===== config.mk =====
export PLATFORM = sky130hd
export DESIGN_NAME = vga_reg_sched
export DESIGN_NICKNAME = d
export VERILOG_FILES = /design/src/rtl/vga_pkg.sv /design/src/rtl/nib2ascii.sv /design/src/rtl/vga_reg_sched.sv
export SDC_FILE = /design/constraint.sdc
export NUM_CORES = 1
export LEC_CHECK = 0
export CAP_MARGIN = 0
export CORE_MARGIN = 4
export CORE_UTILIZATION = 41
export DETAILED_ROUTE_END_ITERATION = 6
export PLACE_DENSITY = 0.76
export SKIP_CTS_REPAIR_TIMING = 1
export SYNTH_ARGS = -nofsm -noshare
export SYNTH_HDL_FRONTEND = slang
export SYNTH_SLANG_ARGS = --single-unit

===== constraint.sdc =====
create_clock -name px_clk -period 2.5 [get_ports px_clk]
set_clock_uncertainty 0.15 [all_clocks]
set_input_delay 0.375 -clock px_clk [delete_from_list [all_inputs] [get_ports px_clk]]
set_output_delay 0.375 -clock px_clk [all_outputs]
set_load 0.02 [all_outputs]

===== src/rtl/vga_pkg.sv =====
// vga_pkg: shared VGA stream layout, screen geometry, glyph and ASCII constants
package vga_pkg;
  localparam int ACTIVE = 0;
  localparam int VS = 1;
  localparam int HS = 2;
  localparam int YC_LSB = 3;
  localparam int YC_MSB = 12;
  localparam int XC_LSB = 13;
  localparam int XC_MSB = 22;
  localparam int SCR_W = 800;
  localparam int SCR_H = 600;
  localparam int GLYPH_PX = 8;
  localparam int GLYPH_SEP = 2;
  localparam logic [7:0] ASCII_0 = 8'h30;
  localparam logic [7:0] ASCII_A = 8'h41;
endpackage


===== src/rtl/nib2ascii.sv =====
// nib2ascii: 4-bit nibble to upper-case hex ASCII digit
module nib2ascii
  import vga_pkg::*;
(
  input  logic [3:0] nib,
  output logic [7:0] ascii
);
  always_comb ascii = nib < 4'd10 ? ASCII_0 + {4'd0, nib} : ASCII_A + {4'd0, nib} - 8'd10;
endmodule


===== src/rtl/vga_reg_sched.sv =====
// vga_reg_sched: frame-synchronous shadowing of byte registers and per-pixel
// hex-glyph scheduling onto a single shared renderer.
module vga_reg_sched
  import vga_pkg::*;
#(
  parameter int N_SLOTS = 4,
  parameter int X0 = 100,
  parameter int Y0 = 100,
  parameter int PITCH_Y = 12,
  parameter int GLYPH = GLYPH_PX,
  parameter int SEP = GLYPH_SEP
) (
  input  logic                 px_clk,
  input  logic                 reset,
  input  logic [22:0]          strVGA,
  input  logic [8*N_SLOTS-1:0] reg_data,
  input  logic [N_SLOTS-1:0]   upd_req,
  output logic [N_SLOTS-1:0]   upd_ack,
  output logic [22:0]          strVGA_o,
  output logic [9:0]           x_pos,
  output logic [9:0]           y_pos,
  output logic [7:0]           character,
  output logic                 in_zone
);
  localparam logic [10:0] HI_L = 11'(X0);
  localparam logic [10:0] HI_R = 11'(X0 + GLYPH);
  localparam logic [10:0] LO_L = 11'(X0 + GLYPH + SEP);
  localparam logic [10:0] LO_R = 11'(X0 + 2 * GLYPH + SEP);
  logic [8*N_SLOTS-1:0] shadow;
  logic [N_SLOTS-1:0] pending, commit;
  logic [10:0] xc, yc;
  logic frame_end, hi, lo, hit, zone;
  logic [9:0] row_top;
  logic [7:0] row_byte, ascii;
  logic [3:0] nib;
  // 11-bit coordinates keep box limits near 1023 from wrapping
  assign xc = {1'b0, strVGA[XC_MSB:XC_LSB]};
  assign yc = {1'b0, strVGA[YC_MSB:YC_LSB]};
  assign frame_end = xc == 11'(SCR_W - 1) && yc == 11'(SCR_H - 1);
  assign commit = frame_end ? pending | upd_req : '0;
  assign hi = xc >= HI_L && xc < HI_R;
  assign lo = xc >= LO_L && xc < LO_R;
  // Descending scan so the lowest slot index wins any overlap
  always_comb begin
    hit = 1'b0;
    row_top = '0;
    row_byte = '0;
    for (int k = N_SLOTS - 1; k >= 0; k--)
      if (yc >= 11'(Y0 + k * PITCH_Y) && yc < 11'(Y0 + k * PITCH_Y + GLYPH)) begin
        hit = 1'b1;
        row_top = 10'(Y0 + k * PITCH_Y);
        row_byte = shadow[8*k+:8];
      end
  end
  assign zone = strVGA[ACTIVE] && hit && (hi || lo);
  assign nib = hi ? row_byte[7:4] : row_byte[3:0];
  nib2ascii u_nib2ascii (.nib(nib), .ascii(ascii));
  always_ff @(posedge px_clk or posedge reset)
    if (reset) begin
      shadow <= '0;
      pending <= '0;
      upd_ack <= '0;
      strVGA_o <= '0;
      x_pos <= '0;
      y_pos <= '0;
      character <= ASCII_0;
      in_zone <= 1'b0;
    end else begin
      strVGA_o <= strVGA;
      pending <= frame_end ? '0 : pending | upd_req;
      upd_ack <= commit;
      for (int k = 0; k < N_SLOTS; k++)
        if (commit[k]) shadow[8*k+:8] <= reg_data[8*k+:8];
      in_zone <= zone;
      if (zone) begin
        x_pos <= hi ? 10'(X0) : 10'(X0 + GLYPH + SEP);
        y_pos <= row_top;
        character <= ascii;
      end
    end
endmodule

# Word level (Yosys, flattened, before mapping)
# Cells that the tools add are included.
# op_classes
addsub	3
n_lt_le_gt_ge	13
eq_ne	2
mux	17
bitwise_logic	1
n_reduce_logical	10
# op_table
cell	n
>= comparator 10 x 7 -> 1 bit, second input constant	5
2-to-1 mux 8 bit	6
less-than comparator 10 x 7 -> 1 bit, second input constant	4
2-to-1 mux 10 bit	3
equality test 10 bit, second input constant	2
less-than comparator 10 x 8 -> 1 bit, second input constant	2
2-to-1 mux 4 bit	4
>= comparator 10 x 8 -> 1 bit, second input constant	1
logical AND 1 bit	9
adder 7 x 4 -> 8 bit, first input constant	1
subtractor 8 x 4 -> 8 bit, second input constant	1
adder 6 x 4 -> 7 bit, first input constant	1
less-than comparator 4 bit, second input constant	1
2-to-1 mux 1 bit	4
bitwise OR 4 bit	1
logical OR 1 bit	1
# word_totals
register_bits	92
input_bits	61

# Depth between registers and ports, before layout
# logic_depth
depth_word	10
ltp_mapped	11
depth_no_buf	10

# By module
# A second synthesis with hierarchy kept.
# unflattened
cells_unflattened	269
area_unflattened_um2	3544.6
# modules_own_cells
mod	n_inst	cells_per_inst	area_per_inst_um2	seq_area_each_um2
vga_reg_sched	1	253	3439.5	1979.4
nib2ascii	1	16	105.1	0.0

# Worst setup path after synthesis
# Ideal clock, no wire load.
# synth_path
kind	input-to-reg
start	in strVGA[11]
end	reg character[4]
setup_time_ps	77
arrival_ps	2227
slack_ps	46
path_stages	10
path_buffers	1
cell_sequence	buf_6 > nor4b_4 > and3_2 > a2111oi_2 > o21a_1 > a221o_1 > ha_1 > nor3_1 > o211ai_1 > o21a_1
# synth_between
elab_chain_len	10
word_cells_on_any_way	28
classes_between	3 x add/sub; 9 x order compare; 10 x mux; 6 x reduce/logical
# synth_lines
item	line_no	text
start: declaration	vga_reg_sched.sv:15	input logic [22:0] strVGA,
>= comparator 10 x 8 -> 1 bit or less-than comparator 10 x 8 -> 1 bit (tied branches)	vga_reg_sched.sv:49	if (yc >= 11'(Y0 + k * PITCH_Y) && yc < 11'(Y0 + k * PITCH_Y + GLYPH)) begin
logical AND 1 bit	vga_reg_sched.sv:49	
2-to-1 mux 8 bit (4 in a row)	vga_reg_sched.sv:49	
2-to-1 mux 4 bit	vga_reg_sched.sv:56	assign nib = hi ? row_byte[7:4] : row_byte[3:0];
adder 7 x 4 -> 8 bit	nib2ascii.sv:8	always_comb ascii = nib < 4'd10 ? ASCII_0 + {4'd0, nib} : ASCII_A + {4'd0, nib} - 8'd10;
subtractor 8 x 4 -> 8 bit	nib2ascii.sv:8	
2-to-1 mux 8 bit	nib2ascii.sv:8	
end signal: assignment	vga_reg_sched.sv:78	character <= ascii;
end: declaration	vga_reg_sched.sv:22	output logic [7:0] character,
# Several ways; a longest one is shown, not always the timed one.
# A chain may end at the register's enable or synchronous reset.

# Worst setup path after layout
# layout_path
start	in strVGA[18]
end	reg shadow[5]
# layout_between
elab_chain_len	3
# layout_lines
item	line_no	text
equality test 10 bit	vga_reg_sched.sv:39	assign frame_end = xc == 11'(SCR_W - 1) && yc == 11'(SCR_H - 1);
logical AND 1 bit	vga_reg_sched.sv:39	
2-to-1 mux 4 bit	vga_reg_sched.sv:40	assign commit = frame_end ? pending | upd_req : '0;
end signal: indexed assignment	vga_reg_sched.sv:73	if (commit[k]) shadow[8*k+:8] <= reg_data[8*k+:8];
end: declaration	vga_reg_sched.sv:29	logic [8*N_SLOTS-1:0] shadow;
# No other way between the ends.

==> flow_summary.toml <==
[finish]
register_area_um2 = 1950
num-fill-cells = 589
fin_area_um2 = 5220
post_route_cells_drive_above_1_share = 0.314
areaGrowthSynthToFinish_pct = 54.6
multi_input_area_um2 = 1330
layout.cells.non_filler = 526
layout_commonest_cell = "clkdlybuf4s50_1"
nets = 481
diodes = 0
mostFrequentLayoutCells = "clkdlybuf4s50_1 (92), dfrtp_1 (76), buf_4 (50)"

[floorplan]
core_um2 = 7850
rows = 32
dieHeight_um = 98.8
start_util = 0.430
boundaryPins = 117
die_x_um = 98.8
die_area_um2 = 9750

[drt]
ant_nets = 0
drc = 0
firstDrtPassIters = 4
wl_per_cell_um = 16.8
num_vias = 2690
drt-total-wl_um = 8850
drt_iter0_drc = 107
viasPerCell = 5.11

[run]
max_cap_viol_count = 0

[setup_path]
path_class = "input port to flip-flop"
cp-end-kind = "flip-flop"
worstPathArrival_ns = 2.48
cp-start-kind = "input port"
worstPathRequired_ns = 2.57
rr_worst_depth = 8
r2r-start = "shadow[12]"
rr_endpoint = "character[6]"
r2r_slack_ns = 0.35
critPathMaxFanout = 9

[hold_path]
worstHoldStart = "strVGA[10]"
hold_depth = 1
hold_class = "input port to flip-flop"
whs_endpoint = "strVGA_o[10]"

[clock_network]
htree_levels = 3
cts_buffer_depth = 2
root_buffer = "clkbuf_8"
cts_tree = "done"
worstSkewPairLatency_ns = 0.34
cts_buffers = 9
clk_pin_slew_ns = 0.07
clock-sinks = 78

[sta]
setup_viol_count_final = 0
min_period_ns = 2.40
finalCritPeriodShare = 0.962
hold_viol = 0
slew-limit-headroom = 0.607
slew_violations = 0
max_freq_ghz = 0.416
tightest_slew_ns = 0.589
fin_setup_tns_ns = 0

[global_route]
grt_use_total = 0.178
grt_max_degree = 35
grt_pass1_vias = 2788
grt-ovfl-total = 0
antenna_found_initial = 0
grt_pass1_wl_um = 13700

[placement]
placed_area_um2 = 4830
dp_cells = 507
port_buffers = 106
hpwl_um = 6740
gp_congestion = 0.868

[pwr]
peakVddDrop_mv = 0.361
leakagePower_nw = 2.46
p_per_area_nw_per_um2 = 529

[synthesis]
avgSynthCellArea_um2 = 13.1
synthFlopType = "dfrtp_1"
postSynthCellCount = 258
ys_ff_latch = 78
synth-edff-count = 0
ys_seq_area_frac = 0.579
syn_area_um2 = 3380
async_flop_share = 1.00
ys_types = 48
ys.warnings.count = 0

[status]
status = "complete, no violations"
## per-stage QoR
stage / hold WS, ns / utilization / power [mW] / worst slack [ns]
3_3_place_gp: 0.339 / 0.616 / 1.62 / -0.503
6_report: 0.124 / 0.665 / 2.76 / 0.0954
3_5_place_dp: 0.345 / 0.616 / 1.63 / -0.616
2_1_floorplan: 0.256 / - / 1.43 / 0.0459
4_1_cts: 0.303 / 0.648 / 2.77 / -0.260
5_1_grt: 0.108 / 0.665 / 2.85 / -0.0288
## state kept, by name (all words and copies together), names as in the netlist
register and flops:
strVGA_o 23, pending 4, y_pos 5, shadow 32, in_zone 1, character 7
upd_ack 4, x_pos 2
## critical path, stage by stage
cell and delay (ns):
clkdlybuf4s50_1 0.47, buf_4 0.18, nor4_1 0.37, nand4b_1 0.16
nor3_2 0.24, buf_4 0.20, o21ai_2 0.17, mux2_2 0.32
## report_power, final
group,leakage (nW),internal [mW],switching (mW),total [mW]
Clock,0.124,0.719,0.437,1.16
Sequential,0.993,1.28,0.00769,1.29
Combinational,1.34,0.166,0.147,0.313
Total,2.46,2.17,0.592,2.76
## cells by family (layout without fill, tap and decap cells)
group	after synthesis	count (layout)	share of synthesized area
other cells	1	10	0.00111
simple gates	74	74	0.152
compound gates	39	39	0.0867
mux	33	33	0.110
fa+ha+maj	1	1	0.00370
xor+xnor	2	2	0.00741
flops	78	78	0.579
buf+inv	30	187	0.0600
## synthesized netlist by cell type (3+ instances only)
cell type  instances  area share
dfrtp_1           76        0.56
mux2_2            33        0.11
nor2_1            16       0.018
nand3_1           15       0.022
buf_4             14       0.031
nand4_1           14       0.026
inv_1             12       0.013
a21oi_1            6      0.0089
a31oi_1            5      0.0093
o22ai_1            5      0.0093
o21ai_2            4       0.010
clkbuf_8           3       0.012
nand2_1            3      0.0033
nand4b_1           3      0.0078
nor3b_4            3       0.017
nor4b_4            3       0.021
## worst max path at each step
stage	from	depth (start not counted)	slack, ns	end
after global routing	strVGA[17]	11	-0.03	character[6]
after global placement	strVGA[20]	10	-0.50	character[6]
after floorplan	strVGA[11]	10	0.05	character[4]
final	strVGA[18]	8	0.1	shadow[5]
after detailed placement	strVGA[20]	10	-0.62	character[6]
after CTS	strVGA[20]	10	-0.26	character[6]
## final cells by class
cell class	instances	share of cell area
clock inverter	3	0.0173
inverter	12	0.00935
tap	102	0.0244
timing repair buffer	159	0.290
sequential	78	0.374
multi-input combinational	159	0.254
clock buffer	13	0.0304
## layer usage
layer  wire length (um)  GRT usage  vias to the layer above
met5                  0          0                        -
met4                228     0.0693                        0
met3                604     0.0495                       19
met2               4450      0.308                      108
met1               3560      0.211                     1317
li1                   -          -                     1246
Note: power is estimated with default switching activity, not from simulation.
